--- src/rtl/buf_xchg_pkg.sv ---
// Shared types for the inter-core buffer exchange: FSM states, slot layout, address width.
package buf_xchg_pkg;
  localparam int SLOT_ADDR_W = 3;
  localparam int MAX_CORES   = 8;
  localparam int SLOT_DATA_W = 32;

  typedef enum logic [1:0] {
    GATHER  = 2'd0,
    RELEASE = 2'd1,
    DRAIN   = 2'd2
  } state_e;

  typedef struct packed {
    logic [SLOT_DATA_W-1:0] val_1;
    logic [SLOT_DATA_W-1:0] val_2;
  } slot_t;
endpackage

--- src/rtl/buf_exchange_ctrl_slot_table.sv ---
// Per-core slot registers with per-slot write enables and 2*NUM_CORES registered lookups.
// Lookups sample the pre-write contents, so a same-cycle capture is seen one cycle later.
module buf_slot_table
  import buf_xchg_pkg::*;
#(
  parameter int NUM_CORES = 8,
  parameter int DATA_W    = 32
) (
  input  logic                                    Clk,
  input  logic                                    Reset,
  input  logic [NUM_CORES-1:0]                    wr_en,
  input  logic [NUM_CORES-1:0][DATA_W-1:0]        wr_val_1,
  input  logic [NUM_CORES-1:0][DATA_W-1:0]        wr_val_2,
  input  logic [NUM_CORES-1:0][SLOT_ADDR_W-1:0]   rd_addr_1,
  input  logic [NUM_CORES-1:0][SLOT_ADDR_W-1:0]   rd_addr_2,
  output logic [NUM_CORES-1:0][DATA_W-1:0]        rd_data_1,
  output logic [NUM_CORES-1:0][DATA_W-1:0]        rd_data_2
);
  slot_t [NUM_CORES-1:0]            slot_q, slot_d;
  logic  [NUM_CORES-1:0][DATA_W-1:0] rd_1_q, rd_1_d, rd_2_q, rd_2_d;

  always_comb begin
    slot_d = slot_q;
    for (int i = 0; i < NUM_CORES; i++) begin
      if (wr_en[i]) begin
        slot_d[i].val_1 = SLOT_DATA_W'(wr_val_1[i]);
        slot_d[i].val_2 = SLOT_DATA_W'(wr_val_2[i]);
      end
    end
  end

  // Compare-based mux: addresses past the last slot match nothing and read 0.
  always_comb begin
    rd_1_d = '0;
    rd_2_d = '0;
    for (int i = 0; i < NUM_CORES; i++) begin
      for (int j = 0; j < NUM_CORES; j++) begin
        if (rd_addr_1[i] == SLOT_ADDR_W'(j)) rd_1_d[i] = DATA_W'(slot_q[j].val_1);
        if (rd_addr_2[i] == SLOT_ADDR_W'(j)) rd_2_d[i] = DATA_W'(slot_q[j].val_2);
      end
    end
  end

  always_ff @(posedge Clk) begin
    if (!Reset) begin
      slot_q <= '0;
      rd_1_q <= '0;
      rd_2_q <= '0;
    end else begin
      slot_q <= slot_d;
      rd_1_q <= rd_1_d;
      rd_2_q <= rd_2_d;
    end
  end

  assign rd_data_1 = rd_1_q;
  assign rd_data_2 = rd_2_q;
endmodule

--- src/rtl/buf_exchange_ctrl.sv ---
// Barrier/broadcast controller: gathers per-core buffer values, releases all_buf_flags once every
// active core has arrived. Optional gather timeout enabled by defining BUF_TIMEOUT_EN.
module buf_exchange_ctrl
  import buf_xchg_pkg::*;
#(
  parameter int NUM_CORES   = 8,
  parameter int DATA_W      = 32,
  parameter int TIMEOUT_CYC = 1024
) (
  input  logic                               Clk,
  input  logic                               Reset,
  input  logic [NUM_CORES-1:0]               core_en,
  input  logic [NUM_CORES-1:0]               buf_flag,
  input  logic [NUM_CORES*DATA_W-1:0]        buf_val_1,
  input  logic [NUM_CORES*DATA_W-1:0]        buf_val_2,
  input  logic [NUM_CORES*SLOT_ADDR_W-1:0]   buf_val_1_addr,
  input  logic [NUM_CORES*SLOT_ADDR_W-1:0]   buf_val_2_addr,
  output logic [NUM_CORES*DATA_W-1:0]        buf_val_1_select,
  output logic [NUM_CORES*DATA_W-1:0]        buf_val_2_select,
  output logic                               all_buf_flags,
  output logic [15:0]                        round_cnt,
  output logic [NUM_CORES-1:0]               timeout_mask
);
  state_e                           state_q, state_d;
  logic [NUM_CORES-1:0]             active_q, active_d, arrived_q, arrived_d;
  logic [NUM_CORES-1:0]             cap, fill, wr_en;
  logic                             flag_q, flag_d;
  logic [15:0]                      round_q, round_d;
  logic                             done, drained, tmo_hit;
  logic [NUM_CORES-1:0][DATA_W-1:0] val_1, val_2, wr_val_1, wr_val_2;

  assign val_1   = buf_val_1;
  assign val_2   = buf_val_2;
  assign cap     = (state_q == GATHER) ? (buf_flag & active_q & ~arrived_q) : '0;
  assign done    = ((arrived_q | cap) == active_q);
  assign drained = ((buf_flag & active_q) == '0);

`ifdef BUF_TIMEOUT_EN
  logic                 tmo_run_q, tmo_run_d;
  logic [15:0]          tmo_cnt_q, tmo_cnt_d;
  logic [NUM_CORES-1:0] tmask_q, tmask_d;

  assign tmo_hit = (state_q == GATHER) && tmo_run_q && (tmo_cnt_q == 16'(TIMEOUT_CYC));
  // Cores still missing when the timer expires get their slots zeroed.
  assign fill    = (tmo_hit && !done) ? (active_q & ~(arrived_q | cap)) : '0;

  always_comb begin
    tmo_run_d = 1'b0;
    tmo_cnt_d = '0;
    tmask_d   = (tmo_hit && !done) ? fill : tmask_q;
    if (state_q == GATHER && state_d == GATHER) begin
      if (tmo_run_q) begin
        tmo_run_d = 1'b1;
        tmo_cnt_d = tmo_cnt_q + 16'd1;
      end else if (|cap) begin
        tmo_run_d = 1'b1;
        tmo_cnt_d = 16'd1;
      end
    end
  end

  always_ff @(posedge Clk) begin
    if (!Reset) begin
      tmo_run_q <= 1'b0;
      tmo_cnt_q <= '0;
      tmask_q   <= '0;
    end else begin
      tmo_run_q <= tmo_run_d;
      tmo_cnt_q <= tmo_cnt_d;
      tmask_q   <= tmask_d;
    end
  end

  assign timeout_mask = tmask_q;
`else
  logic unused_tmo;
  assign unused_tmo   = |TIMEOUT_CYC;
  assign tmo_hit      = 1'b0;
  assign fill         = '0;
  assign timeout_mask = '0;
`endif

  always_ff @(posedge Clk) begin
    if (!Reset) state_q <= GATHER;
    else        state_q <= state_d;
  end

  always_comb begin
    state_d = state_q;
    case (state_q)
      GATHER:  if (done || tmo_hit) state_d = RELEASE;
      RELEASE: state_d = DRAIN;
      DRAIN:   if (drained) state_d = GATHER;
      default: state_d = GATHER;
    endcase
  end

  always_comb begin
    arrived_d = arrived_q | cap;
    active_d  = active_q;
    flag_d    = flag_q;
    round_d   = round_q;
    wr_en     = cap | fill;
    for (int i = 0; i < NUM_CORES; i++) begin
      wr_val_1[i] = fill[i] ? '0 : val_1[i];
      wr_val_2[i] = fill[i] ? '0 : val_2[i];
    end
    if (state_q == GATHER && state_d == RELEASE) flag_d = 1'b1;
    // Round closes here; the participation mask for the next round is sampled now.
    if (state_q == DRAIN && drained) begin
      flag_d    = 1'b0;
      arrived_d = '0;
      round_d   = round_q + 16'd1;
      active_d  = core_en;
    end
  end

  always_ff @(posedge Clk) begin
    if (!Reset) begin
      active_q  <= core_en;
      arrived_q <= '0;
      flag_q    <= 1'b0;
      round_q   <= '0;
    end else begin
      active_q  <= active_d;
      arrived_q <= arrived_d;
      flag_q    <= flag_d;
      round_q   <= round_d;
    end
  end

  assign all_buf_flags = flag_q;
  assign round_cnt     = round_q;

  buf_slot_table #(
    .NUM_CORES (NUM_CORES),
    .DATA_W    (DATA_W)
  ) u_slots (
    .Clk       (Clk),
    .Reset     (Reset),
    .wr_en     (wr_en),
    .wr_val_1  (wr_val_1),
    .wr_val_2  (wr_val_2),
    .rd_addr_1 (buf_val_1_addr),
    .rd_addr_2 (buf_val_2_addr),
    .rd_data_1 (buf_val_1_select),
    .rd_data_2 (buf_val_2_select)
  );
endmodule

--- config.mk ---
export PLATFORM = sky130hd
export DESIGN_NAME = buf_exchange_ctrl
export DESIGN_NICKNAME = d
export VERILOG_FILES = /design/src/rtl/buf_xchg_pkg.sv /design/src/rtl/buf_exchange_ctrl_slot_table.sv /design/src/rtl/buf_exchange_ctrl.sv
export SDC_FILE = /design/constraint.sdc
export NUM_CORES = 2
export LEC_CHECK = 0
export ABC_CLOCK_PERIOD_IN_PS = 2020
export CORE_AREA = 2 2 430 432
export CTS_CLUSTER_DIAMETER = 150
export DETAILED_ROUTE_END_ITERATION = 8
export DIE_AREA = 0 0 432 434
export PLACE_DENSITY = 0.65
export SLEW_MARGIN = 0
export SYNTH_ARGS = -nofsm -noshare
export SYNTH_HDL_FRONTEND = slang
export SYNTH_HIERARCHICAL = 1
export SYNTH_SLANG_ARGS = --single-unit
--- constraint.sdc ---
create_clock -name Clk -period 2.02 [get_ports Clk]
set_input_delay 0.404 -clock Clk [delete_from_list [all_inputs] [get_ports Clk]]
set_output_delay 0.404 -clock Clk [all_outputs]
set_load 0.02 [all_outputs]
* Yosys cells after proc, flatten, opt, wreduce, memory -nomap -nowiden
Index checks and enable logic that the tools add are counted.
** Storage, ports and cells
- Flip-flop bits (word level) :: 1059
- Input port bits :: 578
- Output and inout bits :: 537
** Cells by class
- Add/sub/neg operators :: 1
- Equal/unequal tests :: 117
- Muxes and demuxes :: 134
- Bitwise logic cells :: 5
- Reductions and logical operators :: 21
** Operators with widths (count)
- $mux 32 :: 128
- $eq 3x3->1 const B :: 64
- $eq 3x2->1 const B :: 32
- $eq 3x1->1 const B :: 16
- $logic_not 3->1 :: 16
- $mux 8 :: 3
- $add 16x1->16 const B :: 1
- $and 8x8->8 :: 2
- $eq 8x8->1 :: 1
- $logic_not 8->1 :: 1
- $not 8->8 :: 1
- $or 8x8->8 :: 1
- $pmux 2 s3 :: 1
- $eq 2x1->1 const B :: 2
- $mux 2 :: 2
- $eq 2x2->1 const B :: 1
- $logic_and 1x1->1 :: 2
- $logic_not 2->1 :: 1
- $ne 2x1->1 const B :: 1
- $reduce_or 2->1 :: 1
- $not 1->1 :: 1

* Logic depth before layout (Yosys ltp)
- Depth after elaboration :: 9
- Depth in mapped cells :: 8
- Gate-level depth less buffers :: 5

* Modules after synthesis
The synthesis kept the hierarchy.
** By module, submodules not included
- buf_slot_table :: instances 1, cells an instance 7937, area an instance 68204.2 um^2
- buf_exchange_ctrl :: instances 1, cells an instance 193, area an instance 1865.5 um^2

* Worst setup path before layout
OpenSTA, ideal clock, no wires.
- Path type :: register to register
- From :: reg state_q[0]
- To :: reg u_slots/slot_q[100] (netlist name)
- Library setup time :: 116 ps
- Arrival time :: 1646 ps
- Data required time :: 1904 ps
- Path slack :: 258 ps
- Cell stages (with the launch flop) :: 8
- Buffers on the path :: 3
- Clock period less this slack :: 1762 ps
- Cell sequence :: dfxtp_1 > or2_2 > clkbuf_1 > nor3_1 > buf_2 > buf_2 > mux2i_1 > nor2b_1
** On the way
- Word-level cells in the longest chain between the ends :: 2
** Ends and longest elaborated chain
- start: declaration :: line buf_exchange_ctrl.sv:24 : state_e state_q, state_d;
- start signal: assignment :: line buf_exchange_ctrl.sv:85 : else state_q <= state_d;
- $logic_not 2->1 :: line buf_exchange_ctrl.sv:34 : assign cap = (state_q == GATHER) ? (buf_flag & active_q & ~arrived_q) : '0;
- $mux 8 :: line buf_exchange_ctrl.sv:34
- named net cap[1] :: line buf_exchange_ctrl.sv:26 : logic [NUM_CORES-1:0] cap, fill, wr_en;
- end signal: assignment :: line buf_exchange_ctrl_slot_table.sv:50 : slot_q <= slot_d;
- end: declaration :: line buf_exchange_ctrl_slot_table.sv:19 : slot_t [NUM_CORES-1:0] slot_q, slot_d;
The timed path passes the listed nets, and every way through them passes these cells.
A chain may end at the register's enable or synchronous reset.

==> summary.txt <==
Sequential area share after synthesis = 30.4%
GRT Overall Usage = 50.6%
Int Pwr = 42500 uW
CP peak stage delay = 0.56 ns
Final HPWL DP = 380000 um
Die H = 434 um
CTS root buffer = clkbuf_16
TritonRoute pass-1 iters = 7
Static leakage = 0.0370 uW
Final Hold Fails = 0
Fill count = 17100
Starting Density = 38.4%
Metal2 WL = 214000 um
Max VDD drop = 892 uV
CTS buffer count = 118
Crit end category = register
Maxcap violations = 0
Syn. warnings = 6
Routed wire per std cell = 41.6 um
Setup violators final = 15
Drt first-iter violations = 11200
CP Data Arrival Time = 2.77 ns
Synthesis-stage register bit count = 1059
P per Cell Area = 693 nW/um^2
Most frequent cells in the layout = mux2i_1 (1406), dfxtp_1 (1009), buf_4 (968), o221ai_1 (866), nand2_1 (847)
Yosys cell types = 78
Routed WL = 494000 um
Clock share of power = 36.6%
Fin crit period = 2.10 ns
Violated checks = negative setup slack
Cell breakdown of the critical path = dlygate4sd3_1 -> buf_8 -> nor2b_1 -> buf_4 -> nand3_1 -> o221ai_1
Initial antenna violation count = 99
P&R area growth vs syn = 34.4%
Post-route ant nets = 0
Vias = 79700
CTS Buffer Depth = 3
H-tree levels = 3
Die Area = 187000 sq um
Final #Nets = 9928
Reg clk slew, reported paths = 0.07 ns
Number of synthesized flops with an enable pin = 8
Status = complete, but fails checks
Slowest CP cell = dlygate4sd3_1
Logic pwr share = 26.2%
Mean Syn Cell Area = 8.62 sq um
Pre-CTS setup slack = -0.312 ns
Switching Fraction = 34.8%
Sequential power share = 37.2%
WS Path Type = primary input to register
Psw = 22700 uW
Top FF cell, synth = dfxtp_1
Slew headroom = 38.5%
Ys async rst share = 0%
Worst Hold Class = primary input to register
First-pass GRT wire length = 657000 um
Vias in the first global route = 74500
Fin util = 51.6%
Vias per cell = 6.71
Cell Area, Placed = 90200 sq um
Area share of the largest cell type after synthesis = 30.0%
CTS tree = done
Syn Inst Count = 8130
CP required = 2.69 ns
I/O pin count = 1115
Skew final = 0.0711 ns
Final worst setup slack = -0.0797 ns
Critical path startpoint category = primary input
Metal1 wirelength = 167000 um
Max Slew Vio Count = 0
Std cell rows = 157
Fmax = 476 MHz
Mapped Area = 70100 sq um
Routability Congestion = 1.08
Share of cells above drive strength 1 = 19.1%
Largest fanout on the critical path = 27
Fin crit share = 104%
Largest net degree at the start of global routing = 104
CTS sink cnt = 1059
Highest metal used = met5
Met3 wire length = 50200 um
Grt ovf = 0
Die Wd = 432 um
PortBufs = 1106
Cell taking the most area after synthesis = dfxtp_1
Worst-Margin Slew = 0.922 ns
Remaining DRCs = 0
Hold slack = 0.0554 ns
Design area = 94200 sq um
Commonest non-fill, non-tap cell in the layout = mux2i_1
Synth area leaders = dfxtp_1 (30%), mux2i_1 (20%), o221ai_1 (11%)
Worst-Skew Late Latency = 0.87 ns
Core area = 182000 sq um
[repair_timing]
action,in CTS,in global routing
endpoints found under the setup margin,519,76
resized for setup,765,48
hold endpoints to repair,6,0
gates cloned,0,1
hold buffers,1,0
setup buffers,0,4
[worst max-delay path: cells and delay by family]
kind	cells	cell delay (ns)
buffers and inverters	3	1.25
and+or+nand+nor	2	0.73
AOI/OAI and AO/OA	1	0.31
[registers in the layout (all words and copies together), names as in the netlist]
| signal | count |
|---|---|
| active_q | 8 |
| u_slots/rd_data_1 | 256 |
| u_slots/slot_q | 512 |
| u_slots/rd_data_2 | 256 |
| all_buf_flags | 1 |
| state_q | 2 |
| round_cnt | 16 |
| arrived_q | 8 |
[routing by layer]
layer | vias up | GRT usage, %
li1 | 32400 | -
met1 | 38900 | 54.4
met2 | 6241 | 78.0
met3 | 2150 | 14.9
met4 | 56 | 51.2
met5 | - | 0.390
[metrics by stage]
stage               setup TNS (ns)  instances  power, uW
finish                      -0.287      11900      65300
global route             -0.000801      11900      66300
CTS                              0      11800      64400
detailed placement          -53.45      11600      41200
global placement            -42.28      11600      41200
floorplan                        0       8137      31600
[power by group through the flow]
stage | Sequential [uW] | Clock [uW] | Combinational, uW
after floorplan | 23700 | 0 | 7900
after global routing | 24200 | 24600 | 17400
final | 24300 | 23900 | 17100
after detailed placement | 24500 | 0 | 16700
after CTS | 24100 | 23900 | 16400
after global placement | 24500 | 0 | 16600
[synth_stat cells, types with 26 or more instances]
master and n:
nand2_1 847, nor2b_1 654, a21oi_1 106, a221o_1 65
o2bb2ai_1 87, a22oi_1 26, mux2i_1 1407, nor2_1 203
and3_1 27, mux2_2 89, o2111ai_1 59, o221ai_1 868
mux4_2 62, nand2b_1 30, dfxtp_1 1051, buf_1 59
o22ai_1 40, buf_2 372, nand3_1 271, buf_6 57
o21ai_0 291, inv_1 134, buf_4 110, o211ai_1 103
a31oi_1 75, clkbuf_1 578, o21ai_1 204
[final cells by class]
cell class / instances / area, sq um / share of cell area [%]
inverters: 143 / 542 / 0.575
flip-flops and latches: 1059 / 21400 / 22.7
clock inverters: 67 / 858 / 0.911
multi-input cells: 5744 / 42600 / 45.2
clock buffers: 153 / 3320 / 3.52
well taps: 2385 / 2980 / 3.17
diodes: 57 / 143 / 0.151
repair buffers: 2283 / 22400 / 23.8
[logic make-up after synthesis]
logic type / share of synthesized area, %
xor+xnor: 0.162
other cells: 0.00535
fa+ha+maj: 0.0179
mux: 24.0
flops: 30.4
buf+inv: 9.06
compound gates: 21.3
simple gates: 15.1
[path summary, 6_finish.rpt]
| check | start | slack, ns | cells past startpoint | to |
|---|---|---|---|---|
| setup / recovery | Reset | -0.08 | 6 | u_slots/rd_data_2[71]$_SDFF_PN0_ |
| hold / removal | buf_val_1_addr[21] | 0.06 | 3 | u_slots/rd_data_1[247]$_SDFF_PN0_ |
| setup reg to reg | u_slots/slot_q[219]$_SDFFE_PN0P_ | 0 | 4 | u_slots/rd_data_2[251]$_SDFF_PN0_ |
| hold reg to reg | round_cnt[15]$_SDFFE_PN0P_ | 0.49 | 2 | round_cnt[15]$_SDFFE_PN0P_ |
(Power assumes the default switching activity.)
